**config.mk**
```make
export PLATFORM = sky130hd
export DESIGN_NAME = fast_to_slow_sync_flat
export DESIGN_NICKNAME = d
export VERILOG_FILES = /design/src/rtl/scope_sync_pkg.sv /design/src/rtl/fast_to_slow_sync_if.sv /design/src/rtl/sync_edge_detect.sv /design/src/rtl/fast_to_slow_sync.sv /design/src/flat_wrapper.sv
export SDC_FILE = /design/constraint.sdc
export NUM_CORES = 1
export LEC_CHECK = 0
export CORE_AREA = 5 5 60 62
export CTS_CLUSTER_DIAMETER = 120
export DETAILED_ROUTE_END_ITERATION = 12
export DIE_AREA = 0 0 65 67
export PLACE_DENSITY = 0.71
export SLEW_MARGIN = 5
export SYNTH_ARGS = -nofsm -noshare
export SYNTH_HDL_FRONTEND = slang
export SYNTH_HIERARCHICAL = 1
export SYNTH_SLANG_ARGS = --single-unit
```
**constraint.sdc**
```tcl
create_clock -name fast_clk -period 1.17 [get_ports fast_clk]
set_clock_uncertainty 0.05 [all_clocks]
set_input_delay 0.234 -clock fast_clk [delete_from_list [all_inputs] [get_ports fast_clk]]
set_output_delay 0.234 -clock fast_clk [all_outputs]
set_load 0.01 [all_outputs]
```
**src/rtl/scope_sync_pkg.sv**
```systemverilog
// Shared types for the scope clock-domain sample synchronisers.
package scope_sync_pkg;

    localparam int SAMPLE_W  = 12;
    localparam int OVR_CNT_W = 8;

    typedef logic [SAMPLE_W-1:0]  sample_t;
    typedef logic [OVR_CNT_W-1:0] ovr_cnt_t;

    typedef enum logic [1:0] {
        EMPTY   = 2'd0,
        PENDING = 2'd1,
        HOLD    = 2'd2
    } f2s_state_t;

    function automatic ovr_cnt_t sat_inc(input ovr_cnt_t cnt);
        return (cnt == '1) ? cnt : cnt + ovr_cnt_t'(1);
    endfunction

endpackage

```
**src/rtl/fast_to_slow_sync_if.sv**
```systemverilog
// Sample handshake and held-output bundle between the fast sample path and the slow domain.
interface fast_to_slow_sync_if;
    import scope_sync_pkg::*;

    sample_t d;
    logic    d_valid;
    logic    d_ready;
    sample_t q;
    logic    q_update;

    modport master (output d, d_valid, input d_ready, q, q_update);
    modport slave  (input d, d_valid, output d_ready, q, q_update);

endinterface

```
**src/rtl/sync_edge_detect.sv**
```systemverilog
// Three-flop synchroniser for a slow clock sampled as data, with rise/fall detection.
module sync_edge_detect (
    input  logic clk,
    input  logic reset_n,
    input  logic async_in,
    output logic rise,
    output logic fall
);

    logic s1;
    logic s2;
    logic s3;

    always_ff @(posedge clk) begin
        if (!reset_n) begin
            s1 <= 1'b0;
            s2 <= 1'b0;
            s3 <= 1'b0;
        end else begin
            s1 <= async_in;
            s2 <= s1;
            s3 <= s2;
        end
    end

    assign rise = s2 & ~s3;
    assign fall = s3 & ~s2;

endmodule

```
**src/rtl/fast_to_slow_sync.sv**
```systemverilog
// Hands fast-clock samples to a slow-domain register that only changes after a slow falling edge.
// Build option FAST_TO_SLOW_LATEST_EN: no backpressure, latest sample wins, overruns counted.
//
// state   | meaning
// EMPTY   | nothing pending, ready for a sample
// PENDING | sample waiting for the next slow falling edge
// HOLD    | q loaded, waiting for the slow domain to see one rising edge
module fast_to_slow_sync
    import scope_sync_pkg::*;
(
    input  logic                      fast_clk,
    input  logic                      reset_n,
    input  logic                      slow_clk,
    fast_to_slow_sync_if.slave        bus
`ifdef FAST_TO_SLOW_LATEST_EN
    ,
    output ovr_cnt_t                  overrun_cnt
`endif
);

`ifdef FAST_TO_SLOW_LATEST_EN
    localparam bit LATEST = 1'b1;
`else
    localparam bit LATEST = 1'b0;
`endif

    f2s_state_t state;
    sample_t    pend;
    logic       pend_full;
    sample_t    q_r;
    logic       q_update_r;
    logic       ready_q;
    logic       rise;
    logic       fall;
    logic       accept;

    sync_edge_detect u_sync (
        .clk      (fast_clk),
        .reset_n  (reset_n),
        .async_in (slow_clk),
        .rise     (rise),
        .fall     (fall)
    );

    assign bus.d_ready  = ready_q | LATEST;
    assign bus.q        = q_r;
    assign bus.q_update = q_update_r;
    assign accept       = bus.d_valid & bus.d_ready;

    always_ff @(posedge fast_clk) begin
        if (!reset_n) begin
            state      <= EMPTY;
            pend       <= '0;
            pend_full  <= 1'b0;
            q_r        <= '0;
            q_update_r <= 1'b0;
            ready_q    <= 1'b0;
        end else begin
            q_update_r <= 1'b0;
            case (state)
                EMPTY: begin
                    ready_q <= 1'b1;
                    if (accept) begin
                        pend    <= bus.d;
                        state   <= PENDING;
                        ready_q <= 1'b0;
                    end
                end
                PENDING: begin
                    ready_q <= 1'b0;
                    if (fall) begin
                        q_r        <= pend;
                        q_update_r <= 1'b1;
                        pend_full  <= 1'b0;
                        state      <= HOLD;
                        ready_q    <= 1'b1;
                        // Only reachable without backpressure: the new sample queues behind q.
                        if (accept) begin
                            pend      <= bus.d;
                            pend_full <= 1'b1;
                            ready_q   <= 1'b0;
                        end
                    end else if (accept) begin
                        pend <= bus.d;
                    end
                end
                HOLD: begin
                    if (rise) begin
                        if (pend_full || accept) begin
                            state     <= PENDING;
                            pend_full <= 1'b0;
                            ready_q   <= 1'b0;
                        end else begin
                            state   <= EMPTY;
                            ready_q <= 1'b1;
                        end
                        if (accept) begin
                            pend <= bus.d;
                        end
                    end else if (accept) begin
                        pend      <= bus.d;
                        pend_full <= 1'b1;
                        ready_q   <= 1'b0;
                    end
                end
                default: begin
                    state   <= EMPTY;
                    ready_q <= 1'b1;
                end
            endcase
        end
    end

`ifdef FAST_TO_SLOW_LATEST_EN
    logic overwrite;

    assign overwrite = accept && ((state == PENDING && !fall) || (state == HOLD && pend_full));

    always_ff @(posedge fast_clk) begin
        if (!reset_n) begin
            overrun_cnt <= '0;
        end else if (overwrite) begin
            overrun_cnt <= sat_inc(overrun_cnt);
        end
    end
`endif

endmodule

```
**src/flat_wrapper.sv**
```systemverilog
// flat-port wrapper written by rule: the top's interface ports become plain ports
module fast_to_slow_sync_flat import scope_sync_pkg::*;
  (fast_clk, reset_n, slow_clk, bus_d, bus_d_valid, bus_d_ready, bus_q, bus_q_update);
  fast_to_slow_sync_if bus_i ();
  input  logic fast_clk;
  input  logic reset_n;
  input  logic slow_clk;
  input wire logic [$bits(bus_i.d)-1:0] bus_d;
  input wire logic [$bits(bus_i.d_valid)-1:0] bus_d_valid;
  output wire logic [$bits(bus_i.d_ready)-1:0] bus_d_ready;
  output wire logic [$bits(bus_i.q)-1:0] bus_q;
  output wire logic [$bits(bus_i.q_update)-1:0] bus_q_update;
  assign bus_i.d = bus_d;
  assign bus_i.d_valid = bus_d_valid;
  assign bus_d_ready = bus_i.d_ready;
  assign bus_q = bus_i.q;
  assign bus_q_update = bus_i.q_update;
  fast_to_slow_sync u_core (.fast_clk(fast_clk), .reset_n(reset_n), .slow_clk(slow_clk), .bus(bus_i));
endmodule
```
==> After elaboration in Yosys (flattened, before gate mapping) <==
Index checks and enable logic that the tools add are counted.
Widths: inputs -> output; s select.
{ "totals": {"ff_bits": 32, "latch_bits": 0, "ram_bits": 0, "mem_bits_ro": 0, "input_bits": 16, "out_inout_bits": 14, "word_cells": 48, "mem_count": 0} }
{ "op_classes": {"add_sub_neg": 0, "mul": 0, "div_mod_pow": 0, "n_lt_le_gt_ge": 0, "eq_ne": 7, "shift": 0, "muxes": 18, "n_bitwise": 5, "reduce_logical": 9} }
{ "op_table": {"columns": ["cell", "n"], "rows": [
  ["$mux 1", 12],
  ["$mux 2", 3],
  ["$ne 2x1->1 const B", 3],
  ["$pmux 2 s3", 1],
  ["$reduce_and 2->1", 3],
  ["$reduce_and 4->1", 1],
  ["$and 1x1->1", 3],
  ["$ne 3x1->1 const B", 1],
  ["$ne 3x3->1 const B", 1],
  ["$pmux 1 s3", 1],
  ["$reduce_and 3->1", 1],
  ["$reduce_or 3->1", 1],
  ["$eq 2x1->1 const B", 1],
  ["$eq 2x2->1 const B", 1],
  ["$logic_not 2->1", 1],
  ["$not 1->1", 2],
  ["$pmux 1 s2", 1],
  ["$reduce_bool 2->1", 1],
  ["$logic_or 1x1->1", 1]
]} }

==> Longest topological paths before layout <==
{ "depth": {"depth_word": 5, "ltp_mapped": 6, "depth_no_buf": 5} }

==> Modules after synthesis <==
The synthesis kept the hierarchy.
{ "by_module_without_submodules": {"columns": ["module", "n_inst", "cells_each", "area_per_inst_um2", "seq_area_each_um2"], "rows": [
  ["fast_to_slow_sync", 1, 136, 1117.3, 580.6],
  ["sync_edge_detect", 1, 8, 91.3, 60.1]
]} }

==> Worst setup path before layout <==
No wires, ideal clock.
{ "synth_timing": {"path_type": "register to register", "from": "register u_core.u_sync.s2", "to": "register u_core.pend_full", "setup_time_ns": 0.086, "arrival_time_ns": 1.139, "required_time_ns": 1.034, "setup_slack_ns": -0.105, "stages_incl_launch_ff": 6, "path_buffers": 0, "synth_period_minus_slack_ns": 1.275, "path_cell_list": "dfxtp_1 -> nor2b_1 -> mux2i_1 -> a32oi_1 -> nor2_1 -> a211oi_1"} }
{ "synth_between": {"word_cells_on_any_way": 9, "cone_classes": "eq/ne: 3; mux: 2; bitwise: 3; reduce/logical: 1"} }
{ "synth_lines": {"columns": ["item", "line_no", "rtl"], "rows": [
  ["from (decl)", "sync_edge_detect.sv:11", "logic s2;"],
  ["from (signal assigned)", "sync_edge_detect.sv:17", "s2 <= 1'b0;"],
  ["from (signal assigned)", "sync_edge_detect.sv:21", "s2 <= s1;"],
  ["$and 1x1->1 (*)", "sync_edge_detect.sv:26", "assign rise = s2 & ~s3;"],
  ["net u_core.rise", "fast_to_slow_sync.sv:33", "logic rise;"],
  ["$ne 3x3->1 (no line), or another cell as far along", null, null],
  ["$reduce_and 4->1 (no line) / $pmux 1 s2 (equally long branches)", null, null],
  ["to (signal assigned)", "fast_to_slow_sync.sv:54", "pend_full <= 1'b0;"],
  ["to (signal assigned)", "fast_to_slow_sync.sv:74", "pend_full <= 1'b0;"],
  ["to (signal assigned)", "fast_to_slow_sync.sv:80", "pend_full <= 1'b1;"],
  ["to (decl)", "fast_to_slow_sync.sv:29", "logic pend_full;"]
]} }
Mark *: on every way through the listed nets, which the timed path passes. The rest lies on a longest branch.
A chain may end at the register's enable or synchronous reset.

==> Worst setup path after layout <==
Same ends and word-level chain as after synthesis.

==> reports/results.ini <==
[run_status]
status=finished, violations left
violations=setup timing

[global_routing]
grt_usage_pct=14.1
grt_max_degree=13
grt_pass1_vias=1083
antenna_found_initial=0
overflow=0
grt_first_pass_wirelength_mm=4.64

[setup_path]
worstPathArrival_ns=1.49
path_max_fanout=3
critPathRequiredTime_ns=1.32
r2r_slack_ns=-0.16
startpoint_type=flip-flop
worst-setup-path-type=reg -> reg
reg2reg_depth=5
end_kind=flip-flop

[power_and_ir_drop]
p_per_area_nw_per_um2=1210
swShare_pct=22.7
p_seq_share_pct=56.5
p_total_mw=2.04
power.switching_mw=0.461
combinationalPowerShare_pct=9.8
p_int_mw=1.57
clkPwrFrac_pct=33.6
p_leak_nw=0.701
ir_worst_vdd_v=0.000732

[die]
core_um2=2980
io_pins=30
die_h_um=67
rows=20
die_x_um=65
die_area_um2=4360
start_util_pct=40.6

[clock_network]
cts_htree_levels=2
cts.sinks=32
tritoncts=yes
ctsRootBufferMaster=clkbuf_4
cts_hold_buf=0
clock_latency_ns=0.32
clk_path_buf_depth=2
cts.clk_slew.worst_paths_ns=0.09
cts_made_buffers=5

[logic_synthesis]
yosys.cell_types.count=22
synth_most_common_cell=nand2_1
synth_edf_count=0
synth_nets=160
netlist.top_cell.by_area=dfxtp_1
yosysWarnings=6
syn_area_um2=1210
synth_commonest_cells=nand2_1, dfxtp_1, a21oi_1, nor2_1, a21boi_0
synth_area_leaders=dfxtp_1, nand2_1, a21oi_1
yosysTopAreaCellShare_pct=53.0
async_flop_share_pct=0
synth_area_per_cell_um2=8.39
ys_seq_area_share_pct=53.0
synthesis.instances=144
synth-main-ff-cell=dfxtp_1
ys_ff_latch=32

[drt]
wirelength_mm=2.79
post_drt_wl_per_cell_um=12.6
firstDrtPassIters=4
drc=0
dr.first_iter.drc_count=41
vias_per_cell=4.88
vias=1079
drtAntennaViolNets=0

[sta]
hold_viol_final=0
drv_slew=0
fin_crit_sh_pct=114
finalSetupTns_ns=-0.971
post-route-min-period_ns=1.33
max_freq_ghz=0.750
setup_ws_ns=-0.164
finalSetupViolCount=16
tightest_slew_ns=0.222
slew_headroom_pct=84.9
rsz0062_at_grt=yes

[place]
place_ws_ns=-0.386
dp_hpwl_mm=2.01
gp_congestion=0.841
numPortBuffers=29

[flow_run]
cap_violations=0

[layout]
fin_util_pct=56.4
multiInputGateArea_um2=569
drive_gt1_share_pct=33.5
ff_latch_area_um2=664
num_antenna_cells=0
fillers=287
fin_nets=204
area_growth_pct=39.0

[min_path]
hold_path_depth=2
hp-class=reg -> reg

## path summary, 6_finish.rpt
path	start	to
setup / recovery	u_core/u_sync/s2	u_core/pend_full
hold / removal	u_core/pend[10]	u_core/bus.q[10]
setup reg to reg	u_core/u_sync/s2	u_core/pend_full
hold reg to reg	u_core/pend[10]	u_core/bus.q[10]
## placed cells by master (no fill, tap or decap)
master	n
dfxtp_2	16
nor2_1	8
o31ai_1	1
nand2b_1	2
a21oi_2	1
a32oi_1	1
nand2_2	1
a21o_2	1
a21boi_0	4
clkbuf_4	5
a211oi_2	1
nand2_1	49
a21oi_1	13
clkdlybuf4s50_1	15
nor2_4	1
buf_4	15
buf_2	14
dfxtp_1	15
mux2i_2	1
clkbuf_8	2
dfxtp_4	1
a31oi_1	1
nand3b_4	1
and2_1	4
nor2b_4	2
a21boi_1	7
a21o_1	1
inv_1	2
a22oi_1	1
a211oi_1	1
a32oi_2	1
## flip-flops by register name, summed over array words and instances (netlist names)
name,cells
u_core/pend,12
u_core/bus.d_ready,1
u_core/pend_full,1
u_core/state,2
u_core/u_sync/s1,1
u_core/u_sync/s2,1
u_core/bus.q,12
u_core/u_sync/s3,1
u_core/bus.q_update,1
## cell families after synthesis
logic type,synth area share [%]
compound gates,18.3
buf+inv,3.52
flops,53.0
mux,0.828
simple gates,24.3
## worst max-delay path, stage by stage, from the launching register on
cell	delay (ns)
dfxtp_2	0.37
nor2b_4	0.17
mux2i_2	0.27
a32oi_2	0.15
nor2_1	0.14
a211oi_2	0.06
## power groups by stage
| stage | logic (mW) | clock network [mW] | registers (mW) |
|---|---|---|---|
| 2_1_floorplan | 0.0962 | 0 | 1.17 |
| 3_3_place_gp | 0.189 | 0 | 1.17 |
| 3_5_place_dp | 0.193 | 0 | 1.17 |
| 4_1_cts | 0.192 | 0.720 | 1.15 |
| 5_1_grt | 0.219 | 0.765 | 1.16 |
| 6_report | 0.200 | 0.685 | 1.15 |
## through the flow
| stage | hold slack (ns) | area [µm²] | cells |
|---|---|---|---|
| 3_3_place_gp | 0.367 | 1630 | 212 |
| 3_5_place_dp | 0.385 | 1630 | 212 |
| 6_report | 0.400 | 1680 | 221 |
| 4_1_cts | 0.388 | 1660 | 221 |
| 5_1_grt | 0.399 | 1680 | 221 |
| 2_1_floorplan | 0.306 | 1240 | 144 |
## layout make-up
| class | instances | share of cell area, % |
|---|---|---|
| Sequential cell | 32 | 39.5 |
| Multi-Input combinational cell | 103 | 33.9 |
| Timing Repair Buffer | 44 | 19.8 |
| Clock buffer | 7 | 3.87 |
| Tap cell | 33 | 2.46 |
| Inverter | 2 | 0.447 |
## per-layer routing
metal / vias to the layer above / share of wire [%] / GRT usage, %
met2: 24 / 50 / 24.5
met5: - / 0 / 0
met4: 0 / 0 / 3.96
met3: 0 / 7.1 / 6.58
li1: 558 / - / -
met1: 497 / 43 / 15.2
## what timing repair did
action,in CTS,in global routing
setup buffers,2,0
pin swaps,1,2
setup endpoints to repair,43,24
resized for setup,72,8
No activity file was read; power rests on OpenSTA's default activity.
